### src/rtl/decode_pkg.sv
// decode_pkg: shared opcode constants, ALU operation encoding and decoded-instruction bundle
package decode_pkg;
  localparam logic [6:0] OPC_LUI    = 7'b0110111;
  localparam logic [6:0] OPC_AUIPC  = 7'b0010111;
  localparam logic [6:0] OPC_JAL    = 7'b1101111;
  localparam logic [6:0] OPC_JALR   = 7'b1100111;
  localparam logic [6:0] OPC_BRANCH = 7'b1100011;
  localparam logic [6:0] OPC_LOAD   = 7'b0000011;
  localparam logic [6:0] OPC_STORE  = 7'b0100011;
  localparam logic [6:0] OPC_OP_IMM = 7'b0010011;
  localparam logic [6:0] OPC_OP     = 7'b0110011;
  typedef enum logic [3:0] {
    ALU_ADD, ALU_SUB, ALU_SLL, ALU_SLT, ALU_SLTU, ALU_XOR, ALU_SRL, ALU_SRA, ALU_OR, ALU_AND, ALU_PASSB
  } alu_op_e;
  typedef struct packed {
    logic [6:0] opcode;
    logic [4:0] rd, rs1, rs2;
    logic [2:0] funct3;
    logic       reg_write, mem_read, mem_write, branch, jump, illegal, muldiv;
    alu_op_e    alu_op;
  } decoded_t;
endpackage

### src/rtl/instr_field_decode.sv
// instr_field_decode: combinational field, immediate and control decode of one RV32/64 instruction
// Define MEXT_EN to decode the M extension (funct7=0000001 under OP).
module instr_field_decode import decode_pkg::*; #(
  parameter int XLEN = 32
) (
  input  logic [31:0]     instr_i,
  output decoded_t        dec_o,
  output logic [XLEN-1:0] imm_o
);
  logic [6:0] op, f7, shu;
  logic [2:0] f3;
  logic is_lui, is_auipc, is_jal, is_jalr, is_branch, is_load, is_store, is_opimm, is_op;
  logic muldiv, op_ok, imm_ok, illegal;
  alu_op_e arith;
  assign op = instr_i[6:0];
  assign f3 = instr_i[14:12];
  assign f7 = instr_i[31:25];
  // RV64 shifts use a 6-bit shamt, so only instr[31:26] must be checked
  assign shu = (XLEN == 64) ? {instr_i[31:26], 1'b0} : f7;
  assign is_lui    = op == OPC_LUI;
  assign is_auipc  = op == OPC_AUIPC;
  assign is_jal    = op == OPC_JAL;
  assign is_jalr   = op == OPC_JALR;
  assign is_branch = op == OPC_BRANCH;
  assign is_load   = op == OPC_LOAD;
  assign is_store  = op == OPC_STORE;
  assign is_opimm  = op == OPC_OP_IMM;
  assign is_op     = op == OPC_OP;
`ifdef MEXT_EN
  assign muldiv = is_op && f7 == 7'b0000001;
`else
  assign muldiv = 1'b0;
`endif
  assign op_ok  = f7 == 7'b0 || (f7 == 7'b0100000 && (f3 == 3'b000 || f3 == 3'b101)) || muldiv;
  assign imm_ok = f3 == 3'b001 ? shu == 7'b0 :
                  f3 == 3'b101 ? (shu == 7'b0 || shu == 7'b0100000) : 1'b1;
  assign illegal = instr_i[1:0] != 2'b11 ||
                   !(is_lui || is_auipc || is_jal || is_jalr || is_branch || is_load || is_store ||
                     (is_opimm && imm_ok) || (is_op && op_ok));
  assign arith = f3 == 3'b000 ? ((is_op && f7[5]) ? ALU_SUB : ALU_ADD) :
                 f3 == 3'b001 ? ALU_SLL :
                 f3 == 3'b010 ? ALU_SLT :
                 f3 == 3'b011 ? ALU_SLTU :
                 f3 == 3'b100 ? ALU_XOR :
                 f3 == 3'b101 ? (instr_i[30] ? ALU_SRA : ALU_SRL) :
                 f3 == 3'b110 ? ALU_OR : ALU_AND;
  assign imm_o = (is_opimm || is_load || is_jalr) ? XLEN'($signed(instr_i[31:20])) :
                 is_store  ? XLEN'($signed({instr_i[31:25], instr_i[11:7]})) :
                 is_branch ? XLEN'($signed({instr_i[31], instr_i[7], instr_i[30:25], instr_i[11:8], 1'b0})) :
                 (is_lui || is_auipc) ? XLEN'($signed({instr_i[31:12], 12'b0})) :
                 is_jal    ? XLEN'($signed({instr_i[31], instr_i[19:12], instr_i[20], instr_i[30:21], 1'b0})) :
                 '0;
  always_comb begin
    dec_o           = '0;
    dec_o.opcode    = op;
    dec_o.rd        = instr_i[11:7];
    dec_o.rs1       = instr_i[19:15];
    dec_o.rs2       = instr_i[24:20];
    dec_o.funct3    = f3;
    dec_o.illegal   = illegal;
    dec_o.muldiv    = muldiv;
    dec_o.reg_write = !illegal && instr_i[11:7] != 5'd0 &&
                      (is_lui || is_auipc || is_jal || is_jalr || is_load || is_opimm || is_op);
    dec_o.mem_read  = !illegal && is_load;
    dec_o.mem_write = !illegal && is_store;
    dec_o.branch    = !illegal && is_branch;
    dec_o.jump      = !illegal && (is_jal || is_jalr);
    dec_o.alu_op    = ((is_op || is_opimm) && !muldiv) ? arith :
                      is_lui ? ALU_PASSB : is_branch ? ALU_SUB : ALU_ADD;
  end
endmodule

### src/rtl/instr_decode_stage.sv
// instr_decode_stage: decode stage with a 2-entry (main + skid) elastic buffer
// Define MEXT_EN to decode MUL/DIV/REM; otherwise they are flagged illegal.
module instr_decode_stage import decode_pkg::*; #(
  parameter int XLEN = 32,
  parameter int PC_W = 32
) (
  input  logic            clk,
  input  logic            rst,
  input  logic            in_valid,
  output logic            in_ready,
  input  logic [31:0]     in_instr,
  input  logic [PC_W-1:0] in_pc,
  input  logic            flush,
  output logic            out_valid,
  input  logic            out_ready,
  output logic [PC_W-1:0] out_pc,
  output logic [6:0]      out_opcode,
  output logic [4:0]      out_rd,
  output logic [4:0]      out_rs1,
  output logic [4:0]      out_rs2,
  output logic [2:0]      out_funct3,
  output logic [XLEN-1:0] out_imm,
  output logic            out_reg_write,
  output logic            out_mem_read,
  output logic            out_mem_write,
  output logic            out_branch,
  output logic            out_jump,
  output logic            out_illegal,
  output logic [3:0]      out_alu_op,
  output logic            out_muldiv
);
  typedef struct packed {
    logic [PC_W-1:0] pc;
    logic [XLEN-1:0] imm;
    decoded_t        dec;
  } entry_t;
  decoded_t dec;
  logic [XLEN-1:0] imm;
  entry_t in_e, main_q, main_d, skid_q, skid_d;
  logic main_v_q, main_v_d, skid_v_q, skid_v_d, acc, deq;
  instr_field_decode #(.XLEN(XLEN)) u_field_decode (
    .instr_i(in_instr),
    .dec_o  (dec),
    .imm_o  (imm)
  );
  assign in_e = '{pc: in_pc, imm: imm, dec: dec};
  assign in_ready = !skid_v_q;
  assign acc = in_valid && in_ready && !flush;
  assign deq = main_v_q && out_ready;
  always_comb begin
    main_d   = main_q;
    skid_d   = skid_q;
    main_v_d = main_v_q;
    skid_v_d = skid_v_q;
    if (flush) begin
      main_v_d = 1'b0;
      skid_v_d = 1'b0;
    end else if (skid_v_q) begin
      if (deq) begin
        main_d   = skid_q;
        skid_v_d = 1'b0;
      end
    end else if (acc) begin
      if (main_v_q && !out_ready) begin
        skid_d   = in_e;
        skid_v_d = 1'b1;
      end else begin
        main_d   = in_e;
        main_v_d = 1'b1;
      end
    end else if (deq) begin
      main_v_d = 1'b0;
    end
  end
  always_ff @(posedge clk) begin
    if (rst) begin
      main_q   <= '0;
      skid_q   <= '0;
      main_v_q <= 1'b0;
      skid_v_q <= 1'b0;
    end else begin
      main_q   <= main_d;
      skid_q   <= skid_d;
      main_v_q <= main_v_d;
      skid_v_q <= skid_v_d;
    end
  end
  assign out_valid     = main_v_q;
  assign out_pc        = main_q.pc;
  assign out_imm       = main_q.imm;
  assign out_opcode    = main_q.dec.opcode;
  assign out_rd        = main_q.dec.rd;
  assign out_rs1       = main_q.dec.rs1;
  assign out_rs2       = main_q.dec.rs2;
  assign out_funct3    = main_q.dec.funct3;
  assign out_reg_write = main_q.dec.reg_write;
  assign out_mem_read  = main_q.dec.mem_read;
  assign out_mem_write = main_q.dec.mem_write;
  assign out_branch    = main_q.dec.branch;
  assign out_jump      = main_q.dec.jump;
  assign out_illegal   = main_q.dec.illegal;
  assign out_alu_op    = main_q.dec.alu_op;
  assign out_muldiv    = main_q.dec.muldiv;
endmodule

### config.mk
export PLATFORM = sky130hd
export DESIGN_NAME = instr_decode_stage
export DESIGN_NICKNAME = d
export VERILOG_FILES = /design/src/rtl/decode_pkg.sv /design/src/rtl/instr_field_decode.sv /design/src/rtl/instr_decode_stage.sv
export SDC_FILE = /design/constraint.sdc
export NUM_CORES = 1
export LEC_CHECK = 0
export CORE_MARGIN = 4
export CORE_UTILIZATION = 30
export CTS_BUF_LIST = sky130_fd_sc_hd__clkbuf_2
export DETAILED_ROUTE_END_ITERATION = 8
export PLACE_DENSITY = 0.55
export REMOVE_ABC_BUFFERS = 1
export SLEW_MARGIN = 10
export SYNTH_ARGS = -nofsm -noshare
export SYNTH_HDL_FRONTEND = slang
export SYNTH_SLANG_ARGS = --single-unit
### constraint.sdc
create_clock -name clk -period 5.6 [get_ports clk]
set_input_delay 1.12 -clock clk [delete_from_list [all_inputs] [get_ports clk]]
set_output_delay 1.12 -clock clk [all_outputs]
set_load 0.005 [all_outputs]
# ---- Yosys cells after proc, flatten, opt, wreduce, memory -nomap -nowiden
# Index checks and enable logic that the tools add are counted.
dict set report word_totals {
  ff_bits 201
  latchBits 0
  ram_bits 0
  mem_bits_ro 0
  inputBits 69
  output_inout_bits 102
  word_cells 130
  n_memories 0
}
dict set report classes {
  add_sub_neg 0
  mul 0
  n_div 0
  n_lt_le_gt_ge 0
  n_eq_ne 20
  n_shift 0
  n_mux 30
  n_bitwise 2
  n_reduce_logical 47
}
# operator count
set ops {}
lappend ops {{100-bit two-way mux} 4}
lappend ops {{32-bit two-way mux} 5}
lappend ops {{4-bit two-way mux} 8}
lappend ops {{7-bit by 6-bit equality test with 1-bit output, second input constant} 4}
lappend ops {{7-bit equality test, second input constant} 3}
lappend ops {{1-bit logical OR} 19}
lappend ops {{7-bit by 5-bit equality test with 1-bit output, second input constant} 2}
lappend ops {{1-bit logical AND} 14}
lappend ops {{1-bit two-way mux} 13}
lappend ops {{3-bit equality test, second input constant} 3}
lappend ops {{4-bit AND reduction} 2}
lappend ops {{7-bit by 2-bit equality test with 1-bit output, second input constant} 1}
lappend ops {{7-bit zero test} 1}
lappend ops {{3-bit by 2-bit equality test with 1-bit output, second input constant} 2}
lappend ops {{2-bit != test, second input constant} 3}
lappend ops {{1-bit zero test} 5}
lappend ops {{5-bit nonzero test} 1}
lappend ops {{2-bit nonzero test} 2}
lappend ops {{3-bit by 1-bit equality test with 1-bit output, second input constant} 1}
lappend ops {{3-bit zero test} 1}
lappend ops {{3-bit AND reduction} 1}
lappend ops {{2-bit by 1-bit != test with 1-bit output, second input constant} 1}
lappend ops {{1-bit NOT} 2}
lappend ops {{2-bit OR reduction} 1}

# ---- Depth between registers and ports, before layout
# Gate-level depths: netlist of run 1.
dict set report logic_depth {
  ltp_word 17
  ltp_mapped 7
  ltp_nobuf 5
}

# ---- Hierarchy
# Synthesis of run 1 repeated with hierarchy kept, for this count alone.
dict set report hier_totals {
  cells_unflattened 1146
  hier_area_um2 11449.7
}
# mod instances cells_per_inst area_per_inst_um2 seq_area_each_um2
set modules_own_cells {}
lappend modules_own_cells {instr_decode_stage 1 992 10415.0 4043.9}
lappend modules_own_cells {instr_field_decode 1 154 1034.7 0.0}

# ---- Worst setup path after synthesis of run 1
# OpenSTA, ideal clock, no wires.
dict set report synth_timing {
  kind {input -> register}
  from {in in_instr[6]}
  to {reg main_q, in the netlist out_alu_op[0]}
  setup_ns 0.074
  arrival_ns 2.600
  t_required_ns 5.526
  setup_slack_ns 2.925
  path_stages 5
  n_path_buf 0
  cell_sequence {or3b_1 > or3_4 > o31a_1 > or3_1 > a31oi_1}
}
dict set report synth_via {
  elab_chain_len 8
  word_cells_on_any_way 14
  cone_classes {eq/ne: 4; mux: 8; reduce/logical: 2}
}
# item line
set synth_rtl {}
lappend synth_rtl {{from (decl)} instr_decode_stage.sv:11} ;# input logic [31:0] in_instr,
lappend synth_rtl {{7-bit by 6-bit equality test with 1-bit output} instr_field_decode.sv:28} ;# assign is_op = op == OPC_OP;
lappend synth_rtl {{1-bit logical AND} instr_field_decode.sv:40} ;# assign arith = f3 == 3'b000 ? ((is_op && f7[5]) ? ALU_SUB : ALU_ADD) :
lappend synth_rtl {{1-bit two-way mux} instr_field_decode.sv:40}
lappend synth_rtl {{4-bit two-way mux} instr_field_decode.sv:40}
lappend synth_rtl {{4-bit two-way mux (*)} instr_field_decode.sv:68} ;# dec_o.alu_op = ((is_op || is_opimm) && !muldiv) ? arith :
lappend synth_rtl {{100-bit two-way mux (*)} instr_decode_stage.sv:64} ;# if (main_v_q && !out_ready) begin
lappend synth_rtl {{100-bit two-way mux (*)} instr_decode_stage.sv:63} ;# end else if (acc) begin
lappend synth_rtl {{100-bit two-way mux (*)} instr_decode_stage.sv:58} ;# end else if (skid_v_q) begin
lappend synth_rtl {{to (signal assigned)} instr_decode_stage.sv:82} ;# main_q <= main_d;
lappend synth_rtl {{to (decl)} instr_decode_stage.sv:39} ;# entry_t in_e, main_q, main_d, skid_q, skid_d;
# Mark *: on every way between the ends. The rest lies on a longest branch, timed or not. The select of a mux whose other input is x is not followed.
# A chain may end at the register's enable or synchronous reset.

# ---- Worst setup path in the final report of run 1
dict set report layout_timing {
  from {reg skid_v_q}
  to {out in_ready}
}
dict set report layout_via {
  elab_chain_len 1
}
# item line
set layout_rtl {}
lappend layout_rtl {{from (decl)} instr_decode_stage.sv:40} ;# logic main_v_q, main_v_d, skid_v_q, skid_v_d, acc, deq;
lappend layout_rtl {{from (signal assigned)} instr_decode_stage.sv:85} ;# skid_v_q <= skid_v_d;
lappend layout_rtl {{1-bit zero test} instr_decode_stage.sv:47} ;# assign in_ready = !skid_v_q;
lappend layout_rtl {{to (decl)} instr_decode_stage.sv:10} ;# output logic in_ready,
# Every way passes these cells.

==> impl_metrics.sql, run 1 <==
INSERT INTO impl_metrics (metric_group, metric, value, unit) VALUES
('sta', 'rsz0062_at_grt', 'false', ''),
('worst_hold_path', 'hold_depth', '2', ''),
('yosys', 'synth.ff_latch_count', '200', ''),
('critical_path', 'critical_path.slowest_cell', 'dfxtp_4', ''),
('global_routing', 'global_route_wire_length_before_repair', '40040', 'µm'),
('place', 'gpl.final_weighted_congestion', '0.7850', ''),
('cells_and_area', 'synthToLayoutAreaGrowth', '25.84', '%'),
('flow_run', 'max_cap_viol_count', '0', ''),
('die', 'die_width', '176.1', 'µm'),
('cts', 'cts_buffer_depth', '2', ''),
('cells_and_area', 'final_cell_mix', '199 x dfxtp_1, 168 x clkdlybuf4s50_1, 151 x nand2_1', ''),
('global_routing', 'grt.overflow.total', '0', ''),
('power_and_ir_drop', 'netSwitchingPower', '0.7164', 'mW'),
('routing', 'route.vias.total', '7543', ''),
('routing', 'route.antenna.remaining_nets', '0', ''),
('yosys', 'synth_ff_type', 'dfxtp_1', ''),
('global_routing', 'antenna_found_initial', '1', ''),
('cts', 'hold_fix_buffers_at_cts', '0', ''),
('sta', 'finalMaxSlewViolations', '0', ''),
('cts', 'tritoncts.num_buffers', '17', ''),
('sta', 'hold_viol_final', '0', ''),
('die', 'die_y', '176.1', 'µm'),
('critical_path', 'crit_path_cell_trace', 'inv_1 > buf_4 > clkdlybuf4s50_1', ''),
('cts', 'cts-resized-gates', '0', ''),
('die', 'die-area', '31020', 'µm²'),
('yosys', 'yosys.cell_types.count', '55', ''),
('cells_and_area', 'nFillCells', '2828', ''),
('yosys', 'yosys_warns', '0', ''),
('cts', 'tritoncts', 'built', ''),
('power_and_ir_drop', 'max-vdd-ir-drop', '0.1264', 'mV'),
('power_and_ir_drop', 'power.share.switching', '0.2743', ''),
('cells_and_area', 'utilization_of_the_core_after_routing', '0.3830', ''),
('yosys', 'synth_edf_count', '0', ''),
('die', 'rows', '61', ''),
('critical_path', 'critical-path-max-stage-delay', '0.94', 'ns'),
('routing', 'detail_routed_via_count_per_cell', '5.002', ''),
('routing', 'drc_errors', '0', ''),
('worst_hold_path', 'min-delay-path-class', 'reg2reg', ''),
('cts', 'worst_skew_pair.late_latency', '0.76', 'ns'),
('outcome', 'run_status', 'finished, final reports clean', ''),
('sta', 'period_share', '0.6579', ''),
('place', 'hpwl', '15650', 'µm'),
('power_and_ir_drop', 'portion_of_total_power_attributed_to_the_clock_network', '0.296', ''),
('global_routing', 'grt_use_total', '0.1595', ''),
('global_routing', 'grt_pass1_vias', '7137', ''),
('sta', 'skew', '0.03235', 'ns'),
('power_and_ir_drop', 'internal_power', '1.896', 'mW'),
('critical_path', 'critical_path_required', '4.48', 'ns'),
('routing', 'wl_per_cell', '16.52', 'µm'),
('cts', 'path_clk_slew', '0.28', 'ns'),
('sta', 'slew_headroom', '0.3762', ''),
('critical_path', 'criticalPathCategory', 'reg2out', ''),
('critical_path', 'cp-end-kind', 'primary output', ''),
('critical_path', 'critPathArrivalTime', '2.56', 'ns'),
('die', 'core_area', '27860', 'µm²'),
('cts', 'cts.htree.levels', '4', ''),
('critical_path', 'critPathLaunchType', 'flip-flop', ''),
('critical_path', 'timing.critical_path.fanout_max', '51', ''),
('routing', 'first_pass_iters', '5', ''),
('sta', 'max_slew.worst_pin.slew', '0.9286', 'ns'),
('power_and_ir_drop', 'power_density', '244.8', 'nW/µm²'),
('power_and_ir_drop', 'seq_power_share', '0.575', ''),
('yosys', 'postSynth.asyncResetShare', '0', ''),
('die', 'floorplan.initialDensity', '0.3044', ''),
('cts', 'cts_root_buf', 'clkbuf_2', ''),
('global_routing', 'grt_max_degree', '119', ''),
('yosys', 'fraction_of_the_yosys_area_taken_by_sequential_cells', '0.4722', ''),
('power_and_ir_drop', 'total_power', '2.612', 'mW'),
('power_and_ir_drop', 'p_leak', '3.367', 'nW'),
('die', 'io_pins', '171', ''),
('sta', 'hold_slack', '0.4724', 'ns');
==> state kept, by name, indices dropped and copies added (netlist names), 3 cells and up <==
| signal | count |
|---|---|
| out_rd | 5 |
| out_pc | 32 |
| out_imm | 32 |
| skid_q | 99 |
| out_opcode | 7 |
| out_funct3 | 3 |
| out_rs2 | 5 |
| out_rs1 | 5 |
| out_alu_op | 4 |
==> power by group through the flow <==
stage,registers (mW),logic (mW),clock network [mW]
floorplan,1.53,0.136,0
global placement,1.53,0.339,0
detailed placement,1.53,0.341,0
CTS,1.50,0.343,0.816
global route,1.51,0.373,0.871
finish,1.50,0.338,0.772
==> area by class of cell <==
type | instances | area (µm²) | share of cell area
Antenna cell | 2 | 5.005 | 0.0004690
Clock buffer | 17 | 85.08 | 0.007974
Clock inverter | 15 | 175.2 | 0.01642
Inverter | 3 | 11.26 | 0.001055
Multi-Input combinational cell | 715 | 4128 | 0.3868
Sequential cell | 200 | 4008 | 0.3756
Tap cell | 378 | 473.0 | 0.04432
Timing Repair Buffer | 178 | 1785 | 0.1673
==> synth_stat cells (4+ instances only) <==
cell type,n,area share
buf_2,13,0.0077
mux2i_1,58,0.068
a21oi_1,92,0.054
a221oi_1,18,0.019
clkbuf_1,70,0.031
nor3_1,28,0.017
nand2_1,151,0.067
dfxtp_1,200,0.47
a211oi_1,89,0.079
o21ai_0,31,0.018
nor2_1,129,0.057
nor4_1,4,0.0030
nor3b_1,7,0.0062
o41ai_1,8,0.0083
a22oi_1,6,0.0053
a221o_1,4,0.0047
nand3_1,8,0.0047
nor2b_1,6,0.0044
nand3b_1,10,0.0089
nand2b_1,8,0.0059
buf_1,7,0.0031
and3_1,4,0.0030
nand4_1,4,0.0030
o211ai_1,5,0.0044
nand4b_1,4,0.0041
==> worst paths after layout <==
kind | start | to | slack, ns
setup / recovery | skid_v_q | in_ready | 1.92
hold / removal | skid_q[85] | skid_q[85] | 0.47
setup reg to reg | skid_v_q | out_imm[26] | 2.48
hold reg to reg | skid_q[85] | skid_q[85] | 0.47
==> through the flow <==
stage | cell area (µm²) | TNS, ns | worst slack (ns)
after global routing | 10670 | 0 | 1.628
after detailed placement | 10410 | 0 | 1.839
after CTS | 10670 | 0 | 1.776
final | 10670 | 0 | 1.916
after floorplan | 8118 | -545.76 | -6.679
after global placement | 10410 | 0 | 1.855
==> per-layer routing <==
metal / wire (µm) / up-vias / part of all wire / global-route usage
met4: 99 / 0 / 0.0040 / 0.02632
li1: - / 3810 / - / -
met1: 12400 / 3538 / 0.50 / 0.2267
met3: 1340 / 8 / 0.054 / 0.03597
met2: 11080 / 187 / 0.44 / 0.2528
met5: 0 / - / 0 / 0
==> cell families (layout without fill, tap and decap cells) <==
| kind of cell | count (synthesis) | after routing | synth area share |
|---|---|---|---|
| flip-flops | 200 | 200 | 0.4722 |
| XOR/XNOR | 1 | 1 | 0.001033 |
| buffers and inverters | 94 | 213 | 0.04397 |
| AO/OA/AOI/OAI | 276 | 276 | 0.2148 |
| AND/OR/NAND/NOR | 378 | 378 | 0.1977 |
| multiplexers | 59 | 59 | 0.06980 |
| other | 1 | 3 | 0.0004422 |
==> worst max-delay path, delay by kind of cell, from the launching register on <==
family,cells,cell delay (ns)
flops,1,0.94
buf+inv,3,0.85
No activity file was read; power rests on OpenSTA's default activity.
==> run 2: changes to the inputs <==
Clock period 5.6 ns to 3.4 ns, I/O delays scaled along.
==> impl_metrics.sql, run 2 (same netlist as run 1, synthesis figures left out) <==
INSERT INTO impl_metrics (metric_group, metric, value, unit) VALUES
('cts', 'cts-resized-gates', '0', ''),
('routing', 'first_pass_iters', '5', ''),
('place', 'gpl.final_weighted_congestion', '0.7666', ''),
('global_routing', 'grt_max_degree', '111', ''),
('cells_and_area', 'final_cell_count_no_fill', '1527', ''),
('power_and_ir_drop', 'internal_power', '3.057', 'mW'),
('global_routing', 'grt_use_total', '0.1602', ''),
('die', 'rows', '61', ''),
('power_and_ir_drop', 'power.share.switching', '0.2730', ''),
('power_and_ir_drop', 'power_density', '388.7', 'nW/µm²'),
('sta', 'setup_viol', '0', ''),
('cells_and_area', 'utilization_of_the_core_after_routing', '0.3882', ''),
('cts', 'number_of_setup_buffers_added_after_cts', '0', ''),
('flow_run', 'max_cap_viol_count', '0', ''),
('cells_and_area', 'final_cell_mix', '199 x dfxtp_1, 168 x clkdlybuf4s50_1, 151 x nand2_1', ''),
('cts', 'cts_num_sinks', '200', ''),
('die', 'floorplan.initialDensity', '0.3044', ''),
('cells_and_area', 'synthToLayoutAreaGrowth', '27.55', '%'),
('critical_path', 'critical-path-max-stage-delay', '0.72', 'ns'),
('routing', 'detail_route.iter0.violations', '471', ''),
('outcome', 'run_status', 'finished, final reports clean', ''),
('power_and_ir_drop', 'netSwitchingPower', '1.148', 'mW'),
('cells_and_area', 'registers.top_by_ff_count', 'skid_q', ''),
('global_routing', 'grt_pass1_vias', '7241', ''),
('routing', 'detail_routed_via_count_per_cell', '4.952', ''),
('cts', 'cts_buffer_depth', '2', ''),
('sta', 'final.setup.worst_slack', '0.5588', 'ns'),
('place', 'hpwl', '16240', 'µm'),
('sta', 'slew_headroom', '0.2982', ''),
('cells_and_area', 'nFillCells', '2851', ''),
('critical_path', 'crit_path_start', 'skid_v_q', ''),
('routing', 'route.antenna.remaining_nets', '0', ''),
('cells_and_area', 'finalNetCount', '1203', ''),
('critical_path', 'criticalPathCategory', 'reg2out', ''),
('critical_path', 'critPathLaunchType', 'flip-flop', ''),
('sta', 'max_slew.worst_pin.slew', '1.045', 'ns'),
('sta', 'crit_path_time_final', '2.841', 'ns'),
('critical_path', 'critical_path_required', '2.72', 'ns'),
('cts', 'cts_root_buf', 'clkbuf_2', ''),
('worst_hold_path', 'worstHoldStart', 'rst', ''),
('routing', 'drc_errors', '0', ''),
('cells_and_area', 'ff_latch_area', '4008', 'µm²'),
('cells_and_area', 'leading_cell_type_in_the_layout_fill_and_taps_excluded', 'dfxtp_1', ''),
('global_routing', 'global_route_wire_length_before_repair', '40230', 'µm'),
('cts', 'hold_fix_buffers_at_cts', '0', ''),
('power_and_ir_drop', 'seq_power_share', '0.587', ''),
('cells_and_area', 'layout-drive-gt1-share', '0.06016', ''),
('place', 'placement.io_buffers', '169', ''),
('global_routing', 'antenna_found_initial', '3', ''),
('cells_and_area', 'multi_input_comb_area', '4128', 'µm²'),
('die', 'io_pins', '171', ''),
('cts', 'worst_skew_pair.late_latency', '0.74', 'ns'),
('critical_path', 'cpLargestDelayFamily', 'flip-flops', ''),
('cts', 'path_clk_slew', '0.27', 'ns'),
('routing', 'route.vias.total', '7562', ''),
('sta', 'rsz0062_at_grt', 'false', ''),
('critical_path', 'critPathArrivalTime', '2.16', 'ns'),
('sta', 'period_share', '0.8356', ''),
('cells_and_area', 'largest_register_ffs', '99', ''),
('critical_path', 'critical_path.slowest_cell', 'dfxtp_4', ''),
('cts', 'tritoncts.num_buffers', '17', ''),
('sta', 'fmax', '352.0', 'MHz'),
('sta', 'fin_tns_setup', '0', 'ns'),
('global_routing', 'grt.overflow.total', '0', ''),
('critical_path', 'crit_path_cell_trace', 'inv_1 > clkdlybuf4s50_1', ''),
('worst_hold_path', 'min-delay-path-class', 'in2reg', ''),
('place', 'placed_cells', '1493', ''),
('critical_path', 'cp-end-kind', 'primary output', ''),
('sta', 'hold_viol_final', '0', ''),
('cts', 'tritoncts', 'built', ''),
('cts', 'cts.htree.levels', '4', ''),
('power_and_ir_drop', 'p_leak', '3.459', 'nW'),
('critical_path', 'worstReg2RegStart', 'skid_v_q', ''),
('critical_path', 'timing.critical_path.fanout_max', '27', ''),
('power_and_ir_drop', 'max-vdd-ir-drop', '0.2082', 'mV'),
('routing', 'wl_per_cell', '16.48', 'µm'),
('power_and_ir_drop', 'portion_of_total_power_attributed_to_the_clock_network', '0.275', ''),
('sta', 'skew', '0.02404', 'ns'),
('die', 'die_width', '176.1', 'µm'),
('sta', 'finalMaxSlewViolations', '0', ''),
('critical_path', 'critical_path.n_buffers_inverters', '2', ''),
('die', 'die-area', '31020', 'µm²'),
('power_and_ir_drop', 'combinationalPowerShare', '0.137', ''),
('die', 'core_area', '27860', 'µm²'),
('place', 'place_ws', '0.3491', 'ns'),
('routing', 'routed_wl', '25170', 'µm'),
('die', 'die_y', '176.1', 'µm');
run 2: power by group through the flow:
stage	sequential (mW)	combinational (mW)	clock (mW)
after floorplan	2.52	0.225	0
after global placement	2.51	0.580	0
after detailed placement	2.51	0.583	0
after CTS	2.47	0.585	1.24
after global routing	2.48	0.636	1.32
final	2.47	0.577	1.16
run 2: worst reg2reg max path, cell delays in order (launching register included):
cell      delay [ns]
dfxtp_4         0.72
nand2_1         0.20
a211o_2         0.48
nor3_1          0.83
a221oi_1        0.23
run 2: layout make-up:
type,count,area share
Timing Repair Buffer,197,0.1817
Inverter,3,0.001041
Clock buffer,19,0.008792
Antenna cell,2,0.0004627
Clock inverter,13,0.01203
Sequential cell,200,0.3705
Multi-Input combinational cell,715,0.3817
Tap cell,378,0.04373
run 2: final timing paths:
check        slack, ns  cells after the start     endpoint
min reg2reg       0.47                      2   skid_q[79]
max reg2reg       0.82                      4  out_imm[23]
max               0.56                      2     in_ready
min               0.40                      2   skid_q[93]
run 2: through the flow:
| step | hold slack (ns) | power (mW) | instance area, µm² |
|---|---|---|---|
| detailed placement | 0.4478 | 3.095 | 10590 |
| floorplan | 0.4296 | 2.743 | 8118 |
| global placement | 0.4410 | 3.091 | 10590 |
| finish | 0.3987 | 4.204 | 10820 |
| global route | 0.3112 | 4.440 | 10820 |
| CTS | 0.3272 | 4.299 | 10810 |
run 2: layer usage:
metal / vias to the layer above / GRT usage / part of all wire / routed length [µm]
li1: 3842 / - / - / -
met1: 3520 / 0.2280 / 0.50 / 12540
met2: 184 / 0.2505 / 0.44 / 11150
met3: 14 / 0.03854 / 0.053 / 1340
met4: 2 / 0.02859 / 0.0054 / 137
met5: - / 0 / 0.00048 / 12
==> run 3: changes to the inputs <==
Settings changed: PLACE_DENSITY 0.55 to 0.57.
Clock period 3.4 ns to 2.3 ns, I/O delays scaled along.
==> impl_metrics.sql, run 3 (same netlist as run 1, synthesis figures left out) <==
INSERT INTO impl_metrics (metric_group, metric, value, unit) VALUES
('outcome', 'run_status', 'finished, final reports clean', ''),
('power_and_ir_drop', 'p_leak', '3.939', 'nW'),
('routing', 'routed_wl', '25850', 'µm'),
('routing', 'first_pass_iters', '5', ''),
('routing', 'route.antenna.remaining_nets', '0', ''),
('cts', 'hold_fix_buffers_at_cts', '0', ''),
('place', 'hpwl', '17480', 'µm'),
('global_routing', 'antenna_found_initial', '0', ''),
('cells_and_area', 'synthToLayoutAreaGrowth', '35.65', '%'),
('flow_run', 'max_cap_viol_count', '0', ''),
('global_routing', 'global_route_wire_length_before_repair', '41080', 'µm'),
('power_and_ir_drop', 'power.share.switching', '0.2764', ''),
('power_and_ir_drop', 'netSwitchingPower', '1.804', 'mW'),
('cells_and_area', 'nFillCells', '2793', ''),
('sta', 'final.setup.worst_slack', '0.1220', 'ns'),
('critical_path', 'cp-end-kind', 'primary output', ''),
('cts', 'cts_root_buf', 'clkbuf_2', ''),
('cells_and_area', 'final_cell_count_no_fill', '1587', ''),
('place', 'place_ws', '-0.4867', 'ns'),
('critical_path', 'critical_path.slowest_cell', 'clkdlybuf4s50_1', ''),
('sta', 'hold_slack', '0.1334', 'ns'),
('cts', 'tritoncts.num_buffers', '17', ''),
('critical_path', 'critical-path-max-stage-delay', '0.57', 'ns'),
('cells_and_area', 'final_design_area_no_fill', '11500', 'µm²'),
('die', 'io_pins', '171', ''),
('cts', 'cts.htree.levels', '4', ''),
('sta', 'period_share', '0.9470', ''),
('routing', 'wl_per_cell', '16.29', 'µm'),
('cts', 'worst_skew_pair.late_latency', '0.77', 'ns'),
('sta', 'fmax', '459.1', 'MHz'),
('sta', 'max_slew.worst_pin.slew', '0.6763', 'ns'),
('sta', 'crit_path_time_final', '2.178', 'ns'),
('global_routing', 'grt_use_total', '0.1635', ''),
('cells_and_area', 'leading_cell_type_in_the_layout_fill_and_taps_excluded', 'dfxtp_1', ''),
('sta', 'setup_viol', '0', ''),
('routing', 'detail_routed_via_count_per_cell', '4.993', ''),
('power_and_ir_drop', 'internal_power', '4.722', 'mW'),
('sta', 'hold_viol_final', '0', ''),
('sta', 'slew_headroom', '0.5474', ''),
('cts', 'path_clk_slew', '0.33', 'ns'),
('critical_path', 'timing.critical_path.fanout_max', '3', ''),
('die', 'die-area', '31020', 'µm²'),
('sta', 'finalMaxSlewViolations', '0', ''),
('critical_path', 'critical_path.n_buffers_inverters', '1', ''),
('cts', 'cts_buffer_depth', '2', ''),
('global_routing', 'grt_pass1_vias', '7430', ''),
('place', 'placed_cells', '1553', ''),
('power_and_ir_drop', 'portion_of_total_power_attributed_to_the_clock_network', '0.297', ''),
('cells_and_area', 'largest_register_ffs', '99', ''),
('die', 'die_y', '176.1', 'µm'),
('sta', 'rsz0062_at_grt', 'false', ''),
('power_and_ir_drop', 'power_density', '567.3', 'nW/µm²'),
('global_routing', 'grt.overflow.total', '0', ''),
('critical_path', 'crit_path_cell_trace', 'clkdlybuf4s50_1', ''),
('cells_and_area', 'registers.top_by_ff_count', 'skid_q', ''),
('power_and_ir_drop', 'max-vdd-ir-drop', '0.3224', 'mV'),
('critical_path', 'critPathArrivalTime', '1.72', 'ns'),
('power_and_ir_drop', 'seq_power_share', '0.559', ''),
('die', 'core_area', '27860', 'µm²'),
('routing', 'route.vias.total', '7924', ''),
('routing', 'drc_errors', '0', ''),
('power_and_ir_drop', 'total_power', '6.525', 'mW'),
('global_routing', 'grt_max_degree', '82', ''),
('cells_and_area', 'layout-drive-gt1-share', '0.1325', ''),
('routing', 'detail_route.iter0.violations', '510', ''),
('sta', 'skew', '0.03348', 'ns'),
('worst_hold_path', 'min-delay-path-class', 'in2reg', ''),
('power_and_ir_drop', 'combinationalPowerShare', '0.143', ''),
('die', 'rows', '61', ''),
('place', 'placement.io_buffers', '169', ''),
('cts', 'cts_num_sinks', '200', ''),
('place', 'gpl.final_weighted_congestion', '0.8359', ''),
('place', 'dpl_cell_area', '11160', 'µm²'),
('sta', 'fin_tns_setup', '0', 'ns'),
('cells_and_area', 'utilization_of_the_core_after_routing', '0.4129', ''),
('critical_path', 'critPathLaunchType', 'flip-flop', ''),
('cells_and_area', 'finalNetCount', '1264', ''),
('die', 'die_width', '176.1', 'µm'),
('cells_and_area', 'final_cell_mix', '175 x dfxtp_1, 161 x clkdlybuf4s50_1, 151 x nand2_1', ''),
('critical_path', 'criticalPathCategory', 'reg2out', ''),
('cts', 'tritoncts', 'built', ''),
('die', 'floorplan.initialDensity', '0.3044', ''),
('critical_path', 'critical_path_required', '1.84', 'ns'),
('critical_path', 'cpLargestDelayFamily', 'buffers and inverters', '');
-- run 3: layer usage --
metal	global-route usage	vias up	routed length, µm	part of all wire
met5	0	-	0	0
met4	0.02956	0	220	0.0085
met3	0.03940	19	1465	0.057
met2	0.2635	210	11880	0.46
met1	0.2263	3713	12280	0.48
li1	-	3982	-	-
-- run 3: what timing repair did --
item                                    4_1_cts  5_1_grt
pin swaps                                     0        0
gates resized for setup                       4       31
endpoints found under the setup margin        3       40
setup buffers                                 1        0
-- run 3: cell type report --
class | instances | area, µm² | area share
Clock inverter | 15 | 188.9 | 0.01643
Multi-Input combinational cell | 715 | 4135 | 0.3595
Timing Repair Buffer | 258 | 2562 | 0.2228
Clock buffer | 17 | 85.08 | 0.007397
Sequential cell | 200 | 4040 | 0.3512
Tap cell | 378 | 473.0 | 0.04112
Inverter | 3 | 15.01 | 0.001305
Antenna cell | 1 | 2.502 | 0.0002176
-- run 3: final timing paths --
kind | start | end | slack, ns | cells after the start
max | out_jump | out_jump | 0.12 | 1
min | rst | skid_q[19] | 0.13 | 2
max reg2reg | skid_v_q | skid_q[36] | 0.18 | 8
min reg2reg | skid_q[91] | skid_q[91] | 0.47 | 2
-- run 3: power by group through the flow --
stage | Combinational, mW | Clock (mW) | Sequential (mW)
floorplan | 0.332 | 0 | 3.72
global placement | 0.936 | 0 | 3.71
detailed placement | 0.940 | 0 | 3.71
CTS | 0.945 | 2.03 | 3.65
global route | 1.03 | 2.16 | 3.67
finish | 0.936 | 1.94 | 3.65
